===== config.mk =====
export PLATFORM = sky130hd
export DESIGN_NAME = map_table
export DESIGN_NICKNAME = d
export VERILOG_FILES = /design/src/rtl/map_table_pkg.sv /design/src/rtl/map_table.sv
export SDC_FILE = /design/constraint.sdc
export NUM_CORES = 1
export LEC_CHECK = 0
export ABC_CLOCK_PERIOD_IN_PS = 4600
export BUFFER_PORTS_ARGS = -buffer_cell sky130_fd_sc_hd__buf_2
export CAP_MARGIN = 15
export CORE_UTILIZATION = 50
export DETAILED_ROUTE_END_ITERATION = 16
export HOLD_SLACK_MARGIN = 0.08
export PLACE_DENSITY_LB_ADDON = 0.25
export REMOVE_ABC_BUFFERS = 1
export SYNTH_ARGS = -nofsm -noshare
export SYNTH_HDL_FRONTEND = slang
export SYNTH_SLANG_ARGS = --single-unit

===== constraint.sdc =====
create_clock -name clock -period 4.6 [get_ports clock]
set_input_delay 0.23 -clock clock [delete_from_list [all_inputs] [get_ports clock]]
set_output_delay 0.23 -clock clock [all_outputs]
set_load 0.01 [all_outputs]

===== src/rtl/map_table_pkg.sv =====
// Packet types shared by the rename map table and its neighbours (dispatch/RS, CDB, ROB).
package map_table_pkg;

    localparam int unsigned MT_REG_LEN = 5;
    localparam int unsigned MT_ROB_LEN = 32;
    localparam int unsigned MT_TW      = $clog2(MT_ROB_LEN);
    localparam int unsigned MT_XLEN    = 32;

    typedef struct packed {
        logic [MT_TW-1:0] tag;
        logic             valid;
    } reg_tag_t;

    typedef struct packed {
        logic [MT_REG_LEN-1:0] rs1_idx;
        logic [MT_REG_LEN-1:0] rs2_idx;
        logic [MT_REG_LEN-1:0] dest_reg_idx;
        reg_tag_t              dest_reg_tag;
    } rs2mt_packet_t;

    typedef struct packed {
        reg_tag_t           reg_tag;
        logic [MT_XLEN-1:0] reg_value;
    } cdb_packet_t;

    typedef struct packed {
        logic             retire;
        logic [MT_TW-1:0] head_idx;
    } rob2mt_packet_t;

    typedef struct packed {
        reg_tag_t rs1_tag;
        logic     rs1_ready;
        reg_tag_t rs2_tag;
        logic     rs2_ready;
    } mt2rs_packet_t;

endpackage


===== src/rtl/map_table.sv =====
// Register-rename map table: newest producer tag per architectural register, plus
// a ready bit set by CDB broadcast; entries are freed when their ROB entry retires.
module map_table #(
    parameter int unsigned REG_LEN = map_table_pkg::MT_REG_LEN,
    parameter int unsigned ROB_LEN = map_table_pkg::MT_ROB_LEN,
    parameter int unsigned XLEN    = map_table_pkg::MT_XLEN
) (
    input  logic                          clock,
    input  logic                          reset,
    input  logic                          wr_en,
    input  map_table_pkg::rs2mt_packet_t  rs2mt_packet_in,
    input  map_table_pkg::cdb_packet_t    cdb_packet_in,
    input  map_table_pkg::rob2mt_packet_t rob2mt_packet_in,
    output map_table_pkg::mt2rs_packet_t  mt2rs_packet_out
);

    localparam int unsigned NUM_REGS = 2 ** REG_LEN;
    localparam int unsigned TW       = $clog2(ROB_LEN);

    typedef struct packed {
        logic [TW-1:0] tag;
        logic          valid;
        logic          ready;
    } entry_t;

    entry_t table_q [NUM_REGS];
    entry_t table_d [NUM_REGS];

    logic [NUM_REGS-1:0] write_hit;
    logic [NUM_REGS-1:0] retire_hit;
    logic [NUM_REGS-1:0] cdb_hit;

    logic                write_fire;
    logic [REG_LEN-1:0]  dest_idx;
    logic [TW-1:0]       dest_tag;
    logic                cdb_fire;
    logic [TW-1:0]       cdb_tag;
    logic                retire_fire;
    logic [TW-1:0]       retire_tag;

    // Payload data never enters the table; only the tag half of the CDB matters here.
    logic [XLEN-1:0]     unused_cdb_value;

    assign unused_cdb_value = cdb_packet_in.reg_value;

    assign write_fire  = wr_en && rs2mt_packet_in.dest_reg_tag.valid;
    assign dest_idx    = rs2mt_packet_in.dest_reg_idx;
    assign dest_tag    = rs2mt_packet_in.dest_reg_tag.tag;
    assign cdb_fire    = cdb_packet_in.reg_tag.valid;
    assign cdb_tag     = cdb_packet_in.reg_tag.tag;
    assign retire_fire = rob2mt_packet_in.retire;
    assign retire_tag  = rob2mt_packet_in.head_idx;

    // Per-entry match vectors; tag matches only count against live mappings.
    always_comb begin
        write_hit  = '0;
        retire_hit = '0;
        cdb_hit    = '0;
        for (int i = 0; i < NUM_REGS; i++) begin
            write_hit[i]  = write_fire && (dest_idx == REG_LEN'(i));
            retire_hit[i] = retire_fire && table_q[i].valid && (table_q[i].tag == retire_tag);
            cdb_hit[i]    = cdb_fire && table_q[i].valid && (table_q[i].tag == cdb_tag);
        end
    end

    // Next state: a new rename beats a retire clear, which beats a ready-set.
    always_comb begin
        for (int i = 0; i < NUM_REGS; i++) begin
            table_d[i] = table_q[i];
            if (write_hit[i]) begin
                table_d[i].tag   = dest_tag;
                table_d[i].valid = 1'b1;
                table_d[i].ready = 1'b0;
            end else if (retire_hit[i]) begin
                table_d[i] = '0;
            end else if (cdb_hit[i]) begin
                table_d[i].ready = 1'b1;
            end
        end
    end

    always_ff @(posedge clock or negedge reset) begin
        if (!reset) begin
            for (int i = 0; i < NUM_REGS; i++) begin
                table_q[i] <= '0;
            end
        end else begin
            for (int i = 0; i < NUM_REGS; i++) begin
                table_q[i] <= table_d[i];
            end
        end
    end

    // Lookup sees registered state only: no bypass of this cycle's write or CDB.
    entry_t rs1_entry;
    entry_t rs2_entry;

    assign rs1_entry = table_q[rs2mt_packet_in.rs1_idx];
    assign rs2_entry = table_q[rs2mt_packet_in.rs2_idx];

    assign mt2rs_packet_out.rs1_tag.tag   = rs1_entry.tag;
    assign mt2rs_packet_out.rs1_tag.valid = rs1_entry.valid;
    assign mt2rs_packet_out.rs1_ready     = rs1_entry.ready;
    assign mt2rs_packet_out.rs2_tag.tag   = rs2_entry.tag;
    assign mt2rs_packet_out.rs2_tag.valid = rs2_entry.valid;
    assign mt2rs_packet_out.rs2_ready     = rs2_entry.ready;

endmodule


Word level (Yosys, flattened, before mapping):

Index checks and enable logic that the tools add are counted.

* latch bits: 0
* memory bits (writable): 0
* memories: 0
* logic and storage cells: 555
* register bits after elaboration: 224
* bits in read-only memories: 0

* shifts and indexed selects: 0
* divide/modulo/power cells: 0
* add/sub/neg operators: 0
* reduce and logical (&&, ||, !) cells: 226
* $mul: 0
* order comparisons: 2
* mux-type cells: 134
* equality and inequality tests: 95
* bitwise operators: 2

Operator list (number)
* 5-bit equality test: 64
* 7-bit 2-to-1 mux: 36
* 6-bit 2-to-1 mux: 32
* 1-bit logical AND: 161
* 3-bit nonzero test: 32
* 5-bit equality test, second input constant: 16
* 7-bit binary-select mux with 5-bit select: 2
* 1-bit 2-to-1 mux: 64
* 2-bit nonzero test: 32
* 5-bit by 4-bit equality test with 1-bit output, second input constant: 8
* 5-bit by 3-bit equality test with 1-bit output, second input constant: 4
* 6-bit greater-or-equal comparator, second input constant: 2
* 5-bit NOT with 6-bit output: 2
* 5-bit by 2-bit equality test with 1-bit output, second input constant: 2
* 5-bit by 1-bit equality test with 1-bit output, second input constant: 1
* 5-bit zero test: 1

Longest topological paths before layout:

* word-level depth: 5
* mapped depth: 7

Worst setup path before layout:

Ideal clock, no wire load.

* path kind: in2out
* start: in rs2mt_packet_in[18] (netlist name)
* end: out mt2rs_packet_out[10] (netlist name)
* slack: 2512 ps
* arrival time: 1858 ps
* buffers on the path: 2
* stages on the path: 5
* cell sequence: buf_2 clkbuf_1 mux4_2 mux4_2 mux2_2

RTL lines
* start, declared: line map_table.sv:11 `input map_table_pkg::rs2mt_packet_t rs2mt_packet_in,`
* end, declared: line map_table.sv:14 `output map_table_pkg::mt2rs_packet_t mt2rs_packet_out`

==> qor.yml <==
final_layout:
  final_common_cell: "xor2_1"
  final_cells: 1703
  top_register: "table_q"
  syn2layout_area_growth_pct: 8.45
  final_cell_area_mm2: 0.0168
  finalNetCount: 1359
  layout_common_cells: "278 x xor2_1, 224 x dfrtp_1, 160 x a22o_1"
  postLayoutCoreUtil_pct: 55.1
  largest_reg_flops: 224
  fillers: 2501
  reg_top3: "table_q x224"
  drive_gt1_share_pct: 20.5
placement:
  place_inst: 1659
  portBuffers: 49
  dp_hpwl_mm: 32.5
  placed_area_mm2: 0.0160
  place_congestion: 0.941
yosys:
  postSynthCellCount: 1289
  syn_area_mm2: 0.0155
  syn_area_per_cell_um2: 12.0
  synth_ff_type: "dfrtp_1"
  synth_cell_types: 30
  ys_seq_elements: 224
  synth_edf_count: 0
  yosysWarnings: 0
  synthArstFlopShare_pct: 100
  seq_area_frac_synth_pct: 36.2
pwr:
  power.internal_mw: 4.44
  seqPwrFrac_pct: 43.2
  total_power_mw: 6.70
  clock_power_share_pct: 30.3
  power_density_mw_per_mm2: 399
  peakVddDrop_mv: 0.271
  combPwrFrac_pct: 26.5
  swShare_pct: 33.8
  p_switching_mw: 2.27
  p_leak_nw: 7.62
setup_path:
  path_class: "primary input to output port"
  worstPathArrival_ns: 2.77
  path_max_fanout: 44
  required_ns: 4.37
  reg2reg_depth: 4
  critPathLaunch: "rs2mt_packet_in[17]"
  endpoint_kind: "output port"
  r2r-start: "table_q[174]"
  start_kind: "primary input"
  r2r_setup_slack_ns: 2.76
drt:
  drt_first_pass_iters: 5
  vias: 12000
  wl_per_cell_um: 29.7
  drt_wl_total_mm: 50.6
  drc: 0
  antenna_left: 0
  drt_iter0_markers: 1351
  post_drt_via_cell_ratio: 7.04
min_path:
  hold_path_class: "primary input to async pin"
global_route:
  grtUsageTotal_pct: 33.0
  overflow: 0
  grt_max_degree: 166
  grt_antenna_before_repair: 1
  grt_pass1_vias: 11600
  grt_pass1_wl_mm: 76.6
sta:
  worst_pin_slew_ns: 1.14
  fmax_mhz: 333
  slew_headroom_pct: 23.7
  finalHoldViolations: 0
  setup_tns_ns: 0
  rsz0062_at_grt: "false"
  fin_crit_ns: 3.00
  setup_violations: 0
  fin_skew_ns: 0.0139
  fin_crit_sh_pct: 65.2
  finalMaxSlewViolations: 0
clocking:
  post_cts_buffers: 0
  htree_levels: 1
  cts.clk_slew.worst_paths_ns: 0.06
  cts_hold_buf: 1
  cts-root-buf: "clkbuf_16"
  cts_sinks: 224
  cts_buffers: 25
  worst_skew_pair.late_latency_ns: 0.55
  cts_tree: "yes"
  cts_resized: 0
  ctsLongestPathBuffers: 3
floorplanning:
  core_mm2: 0.0305
  die-width_um: 178
  die_area_mm2: 0.0317
  num_rows: 64
  ios: 82
  initial_core_util_pct: 50.8
  die-height_um: 178
job:
  cap_violations: 0
status:
  outcome: "completed"
## synth_stat cells (3+ instances only)
cell | instances | area [um^2]
a21o_1 | 32 | 240
nor2_1 | 28 | 105
nand4_1 | 3 | 18.8
clkbuf_1 | 52 | 195
xnor2_1 | 36 | 315
dfrtp_1 | 224 | 5610
mux2_2 | 14 | 158
nand2_1 | 57 | 214
nor3_1 | 32 | 160
buf_1 | 18 | 67.6
nor4_1 | 62 | 388
nor2b_1 | 36 | 225
buf_2 | 21 | 105
mux4_2 | 140 | 3150
inv_1 | 5 | 18.8
buf_6 | 10 | 113
nand3_1 | 3 | 15.0
a21oi_1 | 27 | 135
nand2b_1 | 4 | 25.0
a41oi_1 | 35 | 307
a22o_1 | 160 | 1400
xor2_1 | 278 | 2430
## worst paths after layout
check,end
min in group clock,table_q[106]
max,mt2rs_packet_out[12]
max in group asynchronous,table_q[167]
min,table_q[210]
max reg2reg,table_q[172]
min reg2reg,table_q[134]
## final cells by class
type | instances | area, um^2 | area share, %
clock inverters | 7 | 87.6 | 0.521
diodes | 1 | 2.50 | 0.0149
multi-input cells | 957 | 9370 | 55.8
inverters | 6 | 22.5 | 0.134
clock buffers | 35 | 713 | 4.25
well taps | 396 | 495 | 2.95
repair buffers | 77 | 498 | 2.96
flip-flops and latches | 224 | 5610 | 33.4
## critical path, stage by stage
cell	delay (ns)
buf_4	0.65
buf_4	0.32
mux4_2	0.56
mux4_2	0.50
mux2_2	0.33
buf_2	0.15
## layer usage
layer | track usage, % | wire length (um)
met1 | 46.9 | 20100
met5 | 0 | 0
met3 | 6.46 | 5460
met4 | 14.2 | 2230
met2 | 49.1 | 22800
## kinds of logic (layout without fill, tap and decap cells)
logic type / count (synthesis) / in the layout / share of synthesized area, %
simple gates: 229 / 229 / 7.60
flops: 224 / 224 / 36.2
other cells: 0 / 1 / 0
mux: 154 / 154 / 21.4
buf+inv: 108 / 125 / 3.30
xor+xnor: 314 / 314 / 17.8
compound gates: 260 / 260 / 13.8
## through the flow
step / hold WS [ns] / setup slack [ns]
2_1_floorplan: -0.0656 / 2.76
3_3_place_gp: 0.193 / 1.59
3_5_place_dp: 0.199 / 1.58
4_1_cts: 0.232 / 1.57
5_1_grt: 0.278 / 1.47
6_report: 0.208 / 1.60
## power groups by stage
stage / combinational (mW) / clock (mW) / sequential [mW]
after global routing: 1.90 / 2.11 / 2.93
after detailed placement: 1.75 / 0 / 2.89
after global placement: 1.70 / 0 / 2.87
after floorplan: 1.20 / 0 / 2.68
after CTS: 1.76 / 2.04 / 2.86
final: 1.78 / 2.03 / 2.89
Note: power is estimated with default switching activity, not from simulation.
